File: config.mk
export PLATFORM = sky130hd
export DESIGN_NAME = if_fetch_unit_flat
export DESIGN_NICKNAME = d
export VERILOG_FILES = /design/src/rtl/if_fetch_unit_pkg.sv /design/src/rtl/if_fetch_unit_if.sv /design/src/rtl/if_fetch_unit.sv /design/src/flat_wrapper.sv
export SDC_FILE = /design/constraint.sdc
export NUM_CORES = 1
export LEC_CHECK = 0
export CAP_MARGIN = 10
export CORE_ASPECT_RATIO = 1.2
export CORE_MARGIN = 1.5
export CORE_UTILIZATION = 45
export CTS_BUF_LIST = sky130_fd_sc_hd__clkbuf_2
export CTS_CLUSTER_DIAMETER = 100
export DETAILED_ROUTE_END_ITERATION = 10
export PLACE_DENSITY = 0.78
export SLEW_MARGIN = 0
export SYNTH_ARGS = -nofsm -noshare
export SYNTH_HDL_FRONTEND = slang
export SYNTH_SLANG_ARGS = --single-unit
File: constraint.sdc
create_clock -name clk -period 6.6 [get_ports clk]
set_input_delay 0.99 -clock clk [delete_from_list [all_inputs] [get_ports clk]]
set_output_delay 0.99 -clock clk [all_outputs]
set_load 0.02 [all_outputs]
File: src/rtl/if_fetch_unit_pkg.sv
// Shared IF-stage definitions: instruction field map, fetch FSM encoding, field splitter.
// Latency: none (types, constants and a pure function).
// Backpressure: n/a.
package if_fetch_unit_pkg;

  localparam int INSTR_W = 16;

  // Field bit positions, shared by IF/ID and decode
  localparam int OPC_MSB = 15;
  localparam int OPC_LSB = 12;
  localparam int RD_MSB  = 11;
  localparam int RD_LSB  = 8;
  localparam int RS1_MSB = 7;
  localparam int RS1_LSB = 4;
  localparam int RS2_MSB = 3;
  localparam int RS2_LSB = 0;
  localparam int IMM_MSB = 7;
  localparam int IMM_LSB = 0;

  typedef enum logic {
    FS_RUN   = 1'b0,
    FS_DRAIN = 1'b1
  } fetch_state_t;

  typedef struct packed {
    logic [3:0] opcode;
    logic [3:0] rd;
    logic [3:0] rs1;
    logic [3:0] rs2;
    logic [7:0] imm_off;
  } instr_fields_t;

  // imm_off deliberately overlaps rs1/rs2; decode picks whichever the opcode needs.
  function automatic instr_fields_t split_instr(input logic [INSTR_W-1:0] w);
    instr_fields_t f;
    f.opcode  = w[OPC_MSB:OPC_LSB];
    f.rd      = w[RD_MSB:RD_LSB];
    f.rs1     = w[RS1_MSB:RS1_LSB];
    f.rs2     = w[RS2_MSB:RS2_LSB];
    f.imm_off = w[IMM_MSB:IMM_LSB];
    return f;
  endfunction

endpackage

File: src/rtl/if_fetch_unit_if.sv
// Instruction-memory read channel: req/addr from fetch, ack/rdata from memory.
// Latency: n/a (wires only).
// Backpressure: req is held with a stable addr until a single-cycle ack.
interface if_fetch_unit_if
  import if_fetch_unit_pkg::*;
#(
  parameter int PC_W = 16
) ();

  logic               imem_req;
  logic [PC_W-1:0]    imem_addr;
  logic               imem_ack;
  logic [INSTR_W-1:0] imem_rdata;

  modport master (
    output imem_req,
    output imem_addr,
    input  imem_ack,
    input  imem_rdata
  );

  modport slave (
    input  imem_req,
    input  imem_addr,
    output imem_ack,
    output imem_rdata
  );

endinterface

File: src/rtl/if_fetch_unit.sv
// IF-stage fetch engine: PC, one-outstanding imem read, instruction buffer split into fields.
// Latency: ack -> if_valid_o one cycle; zero-wait memory sustains one instruction per cycle.
// Backpressure: stall_i holds the presented instruction and drops imem_req; redirect overrides stall.
module if_fetch_unit
  import if_fetch_unit_pkg::*;
#(
  parameter int              PC_W     = 16,
  parameter logic [PC_W-1:0] RESET_PC = '0
) (
  input  logic             clk,
  input  logic             rst,
  if_fetch_unit_if.master  imem,
  input  logic             stall_i,
  input  logic             redirect_valid_i,
  input  logic [PC_W-1:0]  redirect_pc_i,
  output logic             if_valid_o,
  output logic [PC_W-1:0]  if_pc_o,
  output logic [3:0]       if_opcode_o,
  output logic [3:0]       if_rd_o,
  output logic [3:0]       if_rs1_o,
  output logic [3:0]       if_rs2_o,
  output logic [7:0]       if_imm_off_o
);

  fetch_state_t       state_q, state_d;
  logic [PC_W-1:0]    pc_q, pc_d;
  logic [PC_W-1:0]    stale_q, stale_d;
  logic [PC_W-1:0]    if_pc_q, if_pc_d;
  logic [INSTR_W-1:0] instr_q, instr_d;
  logic               valid_q, valid_d;
  logic               req;
  logic               ack;
  instr_fields_t      fields;

  // Request is combinational so a stall release re-requests in the same cycle;
  // DRAIN must keep the abandoned request up until memory answers it.
  always_comb begin
    if (rst) begin
      req = 1'b0;
    end else if (state_q == FS_DRAIN) begin
      req = 1'b1;
    end else begin
      req = !valid_q || !stall_i;
    end
  end

  assign imem.imem_req  = req;
  assign imem.imem_addr = (state_q == FS_DRAIN) ? stale_q : pc_q;
  // An ack with no request outstanding is ignored.
  assign ack            = req && imem.imem_ack;

  // Next-state: redirect first, then drain completion, then normal fetch/consume.
  always_comb begin
    state_d = state_q;
    pc_d    = pc_q;
    stale_d = stale_q;
    if_pc_d = if_pc_q;
    instr_d = instr_q;
    valid_d = valid_q;
    if (redirect_valid_i) begin
      pc_d    = redirect_pc_i;
      valid_d = 1'b0;
      if (state_q == FS_RUN && req && !ack) begin
        state_d = FS_DRAIN;
        stale_d = pc_q;
      end else if (state_q == FS_DRAIN && ack) begin
        state_d = FS_RUN;
      end
    end else if (state_q == FS_DRAIN) begin
      if (ack) begin
        state_d = FS_RUN;
      end
    end else if (ack) begin
      instr_d = imem.imem_rdata;
      if_pc_d = pc_q;
      valid_d = 1'b1;
      pc_d    = pc_q + PC_W'(1);
    end else if (valid_q && !stall_i) begin
      valid_d = 1'b0;
    end
  end

  // All fetch state; reset abandons any request in flight.
  always_ff @(posedge clk or posedge rst) begin
    if (rst) begin
      state_q <= FS_RUN;
      pc_q    <= RESET_PC;
      stale_q <= '0;
      if_pc_q <= '0;
      instr_q <= '0;
      valid_q <= 1'b0;
    end else begin
      state_q <= state_d;
      pc_q    <= pc_d;
      stale_q <= stale_d;
      if_pc_q <= if_pc_d;
      instr_q <= instr_d;
      valid_q <= valid_d;
    end
  end

  assign fields       = split_instr(instr_q);
  assign if_valid_o   = valid_q;
  assign if_pc_o      = if_pc_q;
  assign if_opcode_o  = fields.opcode;
  assign if_rd_o      = fields.rd;
  assign if_rs1_o     = fields.rs1;
  assign if_rs2_o     = fields.rs2;
  assign if_imm_off_o = fields.imm_off;

endmodule

File: src/flat_wrapper.sv
// flat-port wrapper written by rule: the top's interface ports become plain ports
module if_fetch_unit_flat import if_fetch_unit_pkg::*;
#(
  parameter int              PC_W     = 16,
  parameter logic [PC_W-1:0] RESET_PC = '0
)
  (clk, rst, stall_i, redirect_valid_i, redirect_pc_i, if_valid_o, if_pc_o, if_opcode_o, if_rd_o, if_rs1_o, if_rs2_o, if_imm_off_o, imem_imem_req, imem_imem_addr, imem_imem_ack, imem_imem_rdata);
  if_fetch_unit_if #(.PC_W(PC_W)) imem_i ();
  input  logic clk;
  input  logic rst;
  input  logic stall_i;
  input  logic redirect_valid_i;
  input  logic [PC_W-1:0] redirect_pc_i;
  output logic if_valid_o;
  output logic [PC_W-1:0] if_pc_o;
  output logic [3:0] if_opcode_o;
  output logic [3:0] if_rd_o;
  output logic [3:0] if_rs1_o;
  output logic [3:0] if_rs2_o;
  output logic [7:0] if_imm_off_o;
  output wire logic [$bits(imem_i.imem_req)-1:0] imem_imem_req;
  output wire logic [$bits(imem_i.imem_addr)-1:0] imem_imem_addr;
  input wire logic [$bits(imem_i.imem_ack)-1:0] imem_imem_ack;
  input wire logic [$bits(imem_i.imem_rdata)-1:0] imem_imem_rdata;
  assign imem_imem_req = imem_i.imem_req;
  assign imem_imem_addr = imem_i.imem_addr;
  assign imem_i.imem_ack = imem_imem_ack;
  assign imem_i.imem_rdata = imem_imem_rdata;
  if_fetch_unit #(.PC_W(PC_W), .RESET_PC(RESET_PC)) u_core (.clk(clk), .rst(rst), .imem(imem_i), .stall_i(stall_i), .redirect_valid_i(redirect_valid_i), .redirect_pc_i(redirect_pc_i), .if_valid_o(if_valid_o), .if_pc_o(if_pc_o), .if_opcode_o(if_opcode_o), .if_rd_o(if_rd_o), .if_rs1_o(if_rs1_o), .if_rs2_o(if_rs2_o), .if_imm_off_o(if_imm_off_o));
endmodule
==> summary.md, run 1 <==
| Metric | Value |
|---|---|
| Crit. End Element | primary output |
| CP max FO | 5 |
| Number of port buffers | 94 |
| Netlist cell types | 37 |
| Wire length per cell | 15.4 µm |
| Status | finished, final reports clean |
| Worst-path clk slew | 0.16 ns |
| Cells after Synth | 243 |
| Multi-input combinational cell area | 1270 µm² |
| Avg Inst Size Synth | 12.6 µm² |
| Global-route usage over all layers | 19.3% |
| Post-Route WL | 6480 µm |
| Via/cell ratio | 5.14 |
| Ys flop type | dfrtp_1 |
| Num rows | 32 |
| CTS tree | built |
| Final worst slack | 3.12 ns |
| # fillers | 544 |
| Class of the worst hold path | flip-flop to flip-flop |
| Synth warnings | 0 |
| Slew HR | 38.7% |
| Dpl hpwl | 4530 µm |
| Largest area contributor in the netlist | dfrtp_1 |
| Root Driver | clkbuf_2 |
| Minimum clock period | 3.48 ns |
| Die width | 78.4 µm |
| Post-CTS resize count | 0 |
| Starting density of the core | 47.0% |
| Iter 0 DRT Violations | 171 |
| Count leader, synth | dfrtp_1 |
| PwrDens | 312 nW/µm² |
| Top cell type's share of synthesized area | 53.8% |
| Clock buffer count from CTS | 9 |
| ANT cells | 0 |
| H-tree Lvls | 3 |
| FMAX | 288 MHz |
| Share of cells above drive strength 1 | 26.8% |
| Final Hold Viols | 0 |
| Final period util | 52.7% |
| Setup TNS | 0 ns |
| Initial antenna violation count | 0 |
| Die area | 7320 µm² |
| Static Leakage | 1.69 nW |
| Area contributors post-synth | dfrtp_1, mux2_2, buf_4, o21ai_0, nand2_1 |
| Data required time of the worst path | 5.61 ns |
| Via Count | 2,163 |
| Skew-Pair Late Insertion Delay | 0.49 ns |
| Pre-antenna DRT Iters | 4 |
| Pin count of the biggest net entering global routing | 67 |
| RSZ-0062 raised after global routing | no |
| Number of max-cap violations | 0 |
| Die Y | 93.5 µm |
| Final #Nets | 369 |
| Setup bufs post-CTS | 0 |
| IO Pins | 95 |
| Grt total ovfl | 0 |
| Growth of design area from synthesis to finish | 34.3% |
| Deepest clock path buffer count | 2 |
| Synth Net Count | 281 |
| Slew @ Worst Pin | 0.920 ns |
| First-pass GRT wire length | 10,700 µm |
| Post-route ant nets | 0 |
| # setup viols final | 0 |
| Startpoint types | input port |
| Worst EP arrival | 2.49 ns |
| Vias in the first global route | 2,170 |
| Worst slack, placed | 3.14 ns |
| Drt drc | 0 |
| Total core area | 6530 µm² |
| Reg area | 1650 µm² |
| Commonest cells post-synth | dfrtp_1, mux2_2, nand2_1 |
| Placer Congestion | 0.761 |
| Max IR drop VDD | 0.138 mV |
| Final Util | 63.1% |
| Setup Skew | 0.0296 ns |
| Clock Sink Count | 66 |
| Sequential-to-total area share from yosys stat | 53.8% |
| Crit Path Class | input port to primary output |
| Register bit count reported by yosys | 66 |
| Post-synth ARST share | 100% |
| Post-Syn Area | 3070 µm² |
| Slew Limit Fails | 0 |
| Post-synth EDFFs | 0 |
| Hold Buf Count CTS | 0 |
## sequential cells by signal, indices dropped and copies added (netlist names)
signal	cells
u_core.instr_q	16
u_core.pc_q	16
u_core.if_pc_o	16
u_core.if_valid_o	1
u_core.state_q	1
u_core.stale_q	16
## layer usage
layer	global-route usage, %	up-vias	wire length, µm
li1	-	1040	-
met1	25.8	1042	2920
met2	30.3	75	3100
met3	4.98	6	375
met4	7.14	0	81
met5	0	-	0
## where the power goes
group	leakage, nW	internal (mW)	switching [mW]
combinational	0.844	0.272	0.218
sequential	0.787	0.499	0.0683
clock	0.0630	0.0858	0.142
total	1.69	0.857	0.429
## cells by family (layout without fill, tap and decap cells)
family	Yosys count	in the layout	synth area share, %
multiplexers	62	62	22.7
buffers and inverters	25	118	4.69
AND/OR/NAND/NOR	50	50	10.1
AO/OA/AOI/OAI	32	32	6.28
XOR/XNOR	7	7	2.00
flip-flops	66	66	53.8
adder cells (fa/ha/maj)	1	1	0.408
## cell type report
cell class / instances / area share [%]
clock buffers: 10 / 1.22
flip-flops and latches: 66 / 40.1
well taps: 85 / 2.58
inverters: 6 / 0.547
multi-input cells: 152 / 31.0
clock inverters: 6 / 1.40
repair buffers: 96 / 23.2
## final timing paths
| path | cells past startpoint | from | to | slack, ns |
|---|---|---|---|---|
| max reg2reg | 3 | u_core.state_q | u_core.stale_q[0] | 4.09 |
| min | 1 | u_core.stale_q[15] | u_core.stale_q[15] | 0.52 |
| min reg2reg | 1 | u_core.stale_q[15] | u_core.stale_q[15] | 0.52 |
| min in group asynchronous | 3 | rst | u_core.instr_q[5] | 1.14 |
| max | 4 | stall_i | imem_imem_req | 3.12 |
| max in group asynchronous | 3 | rst | u_core.if_pc_o[1] | 4.93 |
## cells in the final DEF (no fill, tap or decap), types with 2 or more instances in the layout
cell	count
nor2_1	8
inv_1	5
a21oi_1	3
clkinv_1	2
o31ai_1	2
xor2_1	6
nand2_1	17
or3_1	3
clkbuf_2	10
clkdlybuf4s50_1	94
buf_4	2
or4_1	2
nand3_1	6
dfrtp_1	66
nand4_4	2
a31oi_1	6
mux2_2	61
clkinvlp_4	2
o21ai_0	16
## through the flow
stage	hold WS (ns)	total power, mW	instance area (µm²)	std cells
detailed placement	0.489	1.07	4010	405
floorplan	0.474	0.847	3070	243
CTS	0.528	1.30	4120	421
finish	0.525	1.29	4120	421
global route	0.552	1.36	4120	421
global placement	0.483	1.06	4010	405
## worst max-delay path, cell delays in order
cell             delay [ns]
clkdlybuf4s50_1        0.46
nand2_1                0.18
o21a_1                 0.20
clkdlybuf4s50_1        0.65
No activity file was read; power rests on OpenSTA's default activity.
==> run 2: changes to the inputs <==
==> constraint.sdc (replaced) <==
create_clock -name clk -period 3.2 [get_ports clk]
set_input_delay 0.48 -clock clk [delete_from_list [all_inputs] [get_ports clk]]
set_output_delay 0.48 -clock clk [all_outputs]
set_load 0.02 [all_outputs]
==> summary.md, run 2 (synthesized netlist as in run 1, its figures left out) <==
| Metric | Value |
|---|---|
| Status | finished, final reports clean |
| Setup TNS | 0 ns (unchanged) |
| Worst EP arrival | 2.42 ns (-0.07 ns) |
| R2R cell count | 4 (+1) |
| Via/cell ratio | 5.25 (+2.1%) |
| # fillers | 519 (-4.6%) |
| # setup viols final | 0 (unchanged) |
| Deepest clock path buffer count | 2 (unchanged) |
| Max IR drop VDD | 0.352 mV (+160%) |
| Data required time of the worst path | 2.72 ns (-2.89 ns) |
| Vias in the first global route | 2,126 (-2.0%) |
| CTS tree | built |
| Root Driver | clkbuf_2 |
| Clock share of power | 17.8% (about the same) |
| Combinational group share of total power | 38.2% (about the same) |
| Clock Sink Count | 66 (unchanged) |
| Slew HR | 39.1% (+0.45 points) |
| Wire length per cell | 15.4 µm (+0.11%) |
| Fin area | 4150 µm² (+0.67%) |
| Share of cells above drive strength 1 | 28.2% (+1.4 points) |
| Number of max-cap violations | 0 (unchanged) |
| Net switching power | 875 µW (+100%) |
| Placed inst area | 4040 µm² (+0.75%) |
| Minimum clock period | 2.90 ns |
| Skew-Pair Late Insertion Delay | 0.47 ns (-0.02 ns) |
| Crit Path Class | flip-flop to primary output |
| R2r setup slk | 0.91 ns (-3.18 ns) |
| Number of port buffers | 94 (unchanged) |
| Post-CTS resize count | 0 (unchanged) |
| Via Count | 2,230 (+3.1%) |
| Slew Limit Fails | 0 (unchanged) |
| Dpl hpwl | 4590 µm (+1.2%) |
| Growth of design area from synthesis to finish | 35.2% |
| Startpoint types | flip-flop |
| CP max FO | 26 (+21) |
| Setup Skew | 0.0234 ns (-0.00624 ns) |
| Starting density of the core | 47.0% (unchanged) |
| Final #Nets | 373 (+1.1%) |
| Crit. End Element | primary output |
| Num rows | 32 (unchanged) |
| Non-filler cells, final | 425 (+0.95%) |
| Seq pwr share | 44.0% (-0.2 points) |
| Initial antenna violation count | 0 (unchanged) |
| Grt total ovfl | 0 (unchanged) |
| Most frequent cells in the layout | clkdlybuf4s50_1, dfrtp_1, mux2_2 |
| First-pass GRT wire length | 10,600 µm (-0.97%) |
| Hold EP | u_core.stale_q[0] |
| Switch share | 32.9% (-0.45 points) |
| Final Hold Viols | 0 (unchanged) |
| Worst-path clk slew | 0.17 ns (about the same) |
| Placer Congestion | 0.753 (-1.1%) |
| FMAX | 345 MHz |
| R2R Path End | u_core.pc_q[13] |
| H-tree Lvls | 3 (unchanged) |
| Static Leakage | 1.73 nW (+1.9%) |
| Pre-antenna DRT Iters | 5 (+1) |
| Hold depth | 1 (unchanged) |
| Iter 0 DRT Violations | 132 (-23%) |
| ANT cells | 0 (unchanged) |
| Internal Power | 1.79 mW (+110%) |
| Post-Route WL | 6550 µm (+1.1%) |
| Slew @ Worst Pin | 0.913 ns (-0.00671 ns) |
| Pin count of the biggest net entering global routing | 67 (unchanged) |
| Die Y | 93.5 µm (unchanged) |
| Total core area | 6530 µm² (unchanged) |
| Class of the worst hold path | flip-flop to flip-flop |
| Worst r2r src | u_core.state_q |
| Post-route ant nets | 0 (unchanged) |
| Hold Buf Count CTS | 0 (unchanged) |
| Final period util | 90.7% |
| PwrDens | 642 nW/µm² (+110%) |
| IO Pins | 95 (unchanged) |
| Hold path startpoint | u_core.stale_q[0] |
| RSZ-0062 raised after global routing | no |
| Pwr Total | 2.66 mW (+110%) |
| Clock buffer count from CTS | 9 (unchanged) |
| Placed cells | 409 (+0.99%) |
| Drt drc | 0 (unchanged) |
| Setup bufs post-CTS | 0 (unchanged) |
| Most common cell after layout, fill and taps aside | clkdlybuf4s50_1 |
| Die width | 78.4 µm (unchanged) |
| Final Util | 63.5% (+0.42 points) |
| Global-route usage over all layers | 18.8% (-0.52 points) |
| Die area | 7320 µm² (unchanged) |
run 2: changes by cell type in the layout (fill, tap and decap cells not counted), sizes merged:
cell      previous run  this run
buf                  2         6
clkbuf              10        13
clkinv               3         2
clkinvlp             2         0
run 2: critical path, cell delays in order (launching register included):
cell and delay (ns):
dfrtp_1 0.98, mux2_2 0.44, clkdlybuf4s50_1 0.54
run 2: how the worst max path moves through the flow:
stage,slack (ns),end,start,depth (start not counted)
global route,0.16,imem_imem_req,u_core.state_q,2
detailed placement,0.75,u_core.instr_q[3],imem_imem_ack,6
global placement,0.77,u_core.instr_q[3],imem_imem_ack,6
CTS,0.26,imem_imem_addr[3],u_core.state_q,2
floorplan,0.02,u_core.stale_q[0],rst,5
finish,0.30,imem_imem_addr[3],u_core.state_q,2
run 2: layer usage:
metal	track usage (%)	part of all wire [%]	wire length (µm)	vias to the layer above
li1	-	-	-	1054
met1	26.1	46	2990	1085
met2	28.2	46	2990	78
met3	4.68	6.5	428	13
met4	7.59	2.1	136	0
met5	0	0	0	-
run 2: through the flow:
step / setup WS [ns] / hold WS [ns]
after detailed placement: 0.749 / 0.491
final: 0.298 / 0.526
after global routing: 0.163 / 0.525
after CTS: 0.261 / 0.521
after global placement: 0.768 / 0.486
after floorplan: 0.0180 / 0.474
run 2: cell type report:
class                      instances  area, µm²  area share (%)
clock inverter                     3       40.0           0.966
tap                               85        106            2.56
timing repair buffer             100        986            23.8
inverter                           6       22.5           0.543
sequential                        66       1650            39.8
clock buffer                      13       65.1            1.57
multi-input combinational        152       1270            30.7
run 2: power by group through the flow:
stage	registers (mW)	clock network, mW	logic (mW)
3_5_place_dp	1.19	0	1.03
6_report	1.17	0.474	1.02
3_3_place_gp	1.18	0	1.01
2_1_floorplan	1.31	0	0.441
5_1_grt	1.20	0.524	1.08
4_1_cts	1.17	0.491	1.03
==> run 3: changes to the inputs <==
--- a/config.mk
+++ b/config.mk
@@ -5,6 +5,7 @@
 export SDC_FILE = /design/constraint.sdc
 export NUM_CORES = 1
 export LEC_CHECK = 0
+export ABC_CLOCK_PERIOD_IN_PS = 3200
 export CAP_MARGIN = 10
 export CORE_ASPECT_RATIO = 1.2
 export CORE_MARGIN = 1.5
@@ -12,7 +13,7 @@
 export CTS_BUF_LIST = sky130_fd_sc_hd__clkbuf_2
 export CTS_CLUSTER_DIAMETER = 100
 export DETAILED_ROUTE_END_ITERATION = 10
-export PLACE_DENSITY = 0.78
+export PLACE_DENSITY = 0.79
 export SLEW_MARGIN = 0
 export SYNTH_ARGS = -nofsm -noshare
 export SYNTH_HDL_FRONTEND = slang
==> summary.md, run 3 (synthesized netlist as in run 1, its figures left out) <==
| Metric | Value |
|---|---|
| CTS tree | built |
| Initial antenna violation count | 0 (unchanged) |
| Setup Skew | 0.0208 ns (-0.00259 ns) |
| Global-route usage over all layers | 19.7% (+0.86 points) |
| Growth of design area from synthesis to finish | 36.3% |
| Deepest clock path buffer count | 2 (unchanged) |
| Non-filler cells, final | 424 (-0.24%) |
| Pre-antenna DRT Iters | 4 (-1) |
| Pin count of the biggest net entering global routing | 67 (unchanged) |
| Switch share | 32.6% (-0.28 points) |
| ANT cells | 0 (unchanged) |
| Skew-Pair Late Insertion Delay | 0.47 ns (about the same) |
| Worst r2r src | u_core.state_q |
| Starting density of the core | 47.0% (unchanged) |
| Via/cell ratio | 5.27 (+0.51%) |
| Hold Buf Count CTS | 0 (unchanged) |
| Placer Congestion | 0.815 (+8.3%) |
| Combinational group share of total power | 37.1% (-1.1 points) |
| Post-route ant nets | 0 (unchanged) |
| Share of cells above drive strength 1 | 27.1% (-1.1 points) |
| PwrDens | 655 nW/µm² (+2.0%) |
| Post-CTS resize count | 0 (unchanged) |
| Startpoint types | flip-flop |
| Seq pwr share | 43.2% (-0.8 points) |
| Grt total ovfl | 0 (unchanged) |
| Final #Nets | 372 (-0.27%) |
| Clock Sink Count | 66 (unchanged) |
| Post-Route WL | 6760 µm (+3.3%) |
| Clock share of power | 19.7% (+1.9 points) |
| Minimum clock period | 2.96 ns (+0.0592 ns) |
| IO Pins | 95 (unchanged) |
| First-pass GRT wire length | 11,000 µm (+4.0%) |
| CP max FO | 26 (unchanged) |
| Hold EP | u_core.stale_q[8] |
| CP top delay family | flip-flops |
| Drt drc | 0 (unchanged) |
| R2R Path End | u_core.pc_q[8] |
| RSZ-0062 raised after global routing | no |
| Max IR drop VDD | 0.340 mV (-3.5%) |
| Dpl hpwl | 4820 µm (+5.1%) |
| Worst EP arrival | 2.48 ns (+0.06 ns) |
| Clock buffer count from CTS | 9 (unchanged) |
| Crit Path Class | flip-flop to primary output |
| Final Hold Viols | 0 (unchanged) |
| # setup viols final | 0 (unchanged) |
| Worst-path clk slew | 0.17 ns (about the same) |
| R2r setup slk | 0.90 ns (about the same) |
| Pwr Total | 2.74 mW (+2.8%) |
| Root Driver | clkbuf_2 |
| Setup bufs post-CTS | 0 (unchanged) |
| Class of the worst hold path | flip-flop to flip-flop |
| Die Y | 93.5 µm (unchanged) |
| Num rows | 32 (unchanged) |
| Number of port buffers | 94 (unchanged) |
| Wire length per cell | 16.0 µm (+3.5%) |
| Iter 0 DRT Violations | 124 (-6.1%) |
| Crit. End Element | primary output |
| Setup TNS | 0 ns (unchanged) |
| R2R cell count | 4 (unchanged) |
| Net switching power | 892 µW (+1.9%) |
| Via Count | 2,236 (+0.27%) |
| Final period util | 92.6% (+1.9 points) |
| FMAX | 338 MHz (-2.0%) |
| Slew HR | 34.2% (-4.9 points) |
| Crit path largest cell delay | 1.03 ns (+0.05 ns) |
| Hold path startpoint | u_core.stale_q[8] |
| Die width | 78.4 µm (unchanged) |
| H-tree Lvls | 3 (unchanged) |
| Vias in the first global route | 2,135 (+0.42%) |
| Die area | 7320 µm² (unchanged) |
| Total core area | 6530 µm² (unchanged) |
| Most frequent cells in the layout | clkdlybuf4s50_1, dfrtp_1, mux2_2 |
| Slew @ Worst Pin | 0.987 ns (+0.0735 ns) |
| Crit-path cells | mux2_2, clkdlybuf4s50_1 |
| Internal Power | 1.84 mW (+3.3%) |
| Placed cells | 408 (-0.24%) |
| Slew Limit Fails | 0 (unchanged) |
| Number of max-cap violations | 0 (unchanged) |
| Final Util | 64.1% (+0.52 points) |
| Number of buffers and inverters on the critical path | 1 (unchanged) |
| Hold depth | 1 (unchanged) |
| Static Leakage | 1.72 nW (-0.27%) |
| Data required time of the worst path | 2.72 ns (about the same) |
| Slowest cell on crit path | dfrtp_1 |
| Most common cell after layout, fill and taps aside | clkdlybuf4s50_1 |
| Status | finished, final reports clean |
## run 3: changes by cell type in the layout (fill, tap and decap cells not counted), sizes merged
cell / before / now
buf: 6 / 5
bufinv: 1 / 2
clkbuf: 13 / 9
clkinv: 2 / 4
clkinvlp: 0 / 1
## run 3: area by class of cell
type / instances / area [µm²]
Clock inverter: 7 / 83.8
Multi-Input combinational cell: 152 / 1280
Fill cell: 517 / 2350
Sequential cell: 66 / 1650
Inverter: 6 / 22.5
Timing Repair Buffer: 99 / 991
Clock buffer: 9 / 45.0
Tap cell: 85 / 106
## run 3: stage by stage
stage	hold slack (ns)	area (µm²)	worst slack (ns)
floorplan	0.474	3070	0.0180
finish	0.523	4180	0.238
global placement	0.482	4050	0.624
global route	0.520	4180	0.122
detailed placement	0.491	4050	0.559
CTS	0.503	4180	0.207
## run 3: power by group through the flow
stage,sequential [mW],combinational [mW],clock (mW)
after floorplan,1.31,0.441,0
after global placement,1.19,1.01,0
after detailed placement,1.20,1.02,0
after CTS,1.18,1.03,0.556
after global routing,1.21,1.07,0.598
final,1.18,1.01,0.540
## run 3: worst max-delay path by stage
| stage | startpoint | end | cells past startpoint |
|---|---|---|---|
| floorplan | rst | u_core.stale_q[0] | 5 |
| global placement | imem_imem_ack | u_core.if_pc_o[7] | 6 |
| detailed placement | imem_imem_ack | u_core.instr_q[1] | 6 |
| CTS | u_core.state_q | imem_imem_addr[15] | 2 |
| global route | u_core.state_q | imem_imem_addr[1] | 2 |
| finish | u_core.state_q | imem_imem_addr[1] | 2 |
## run 3: metal layers
metal,wire [µm],track usage [%],vias to the layer above
met5,0,0,-
met4,98,6.70,0
met3,371,4.10,10
met2,3280,31.1,73
met1,3020,26.9,1112
li1,-,-,1041
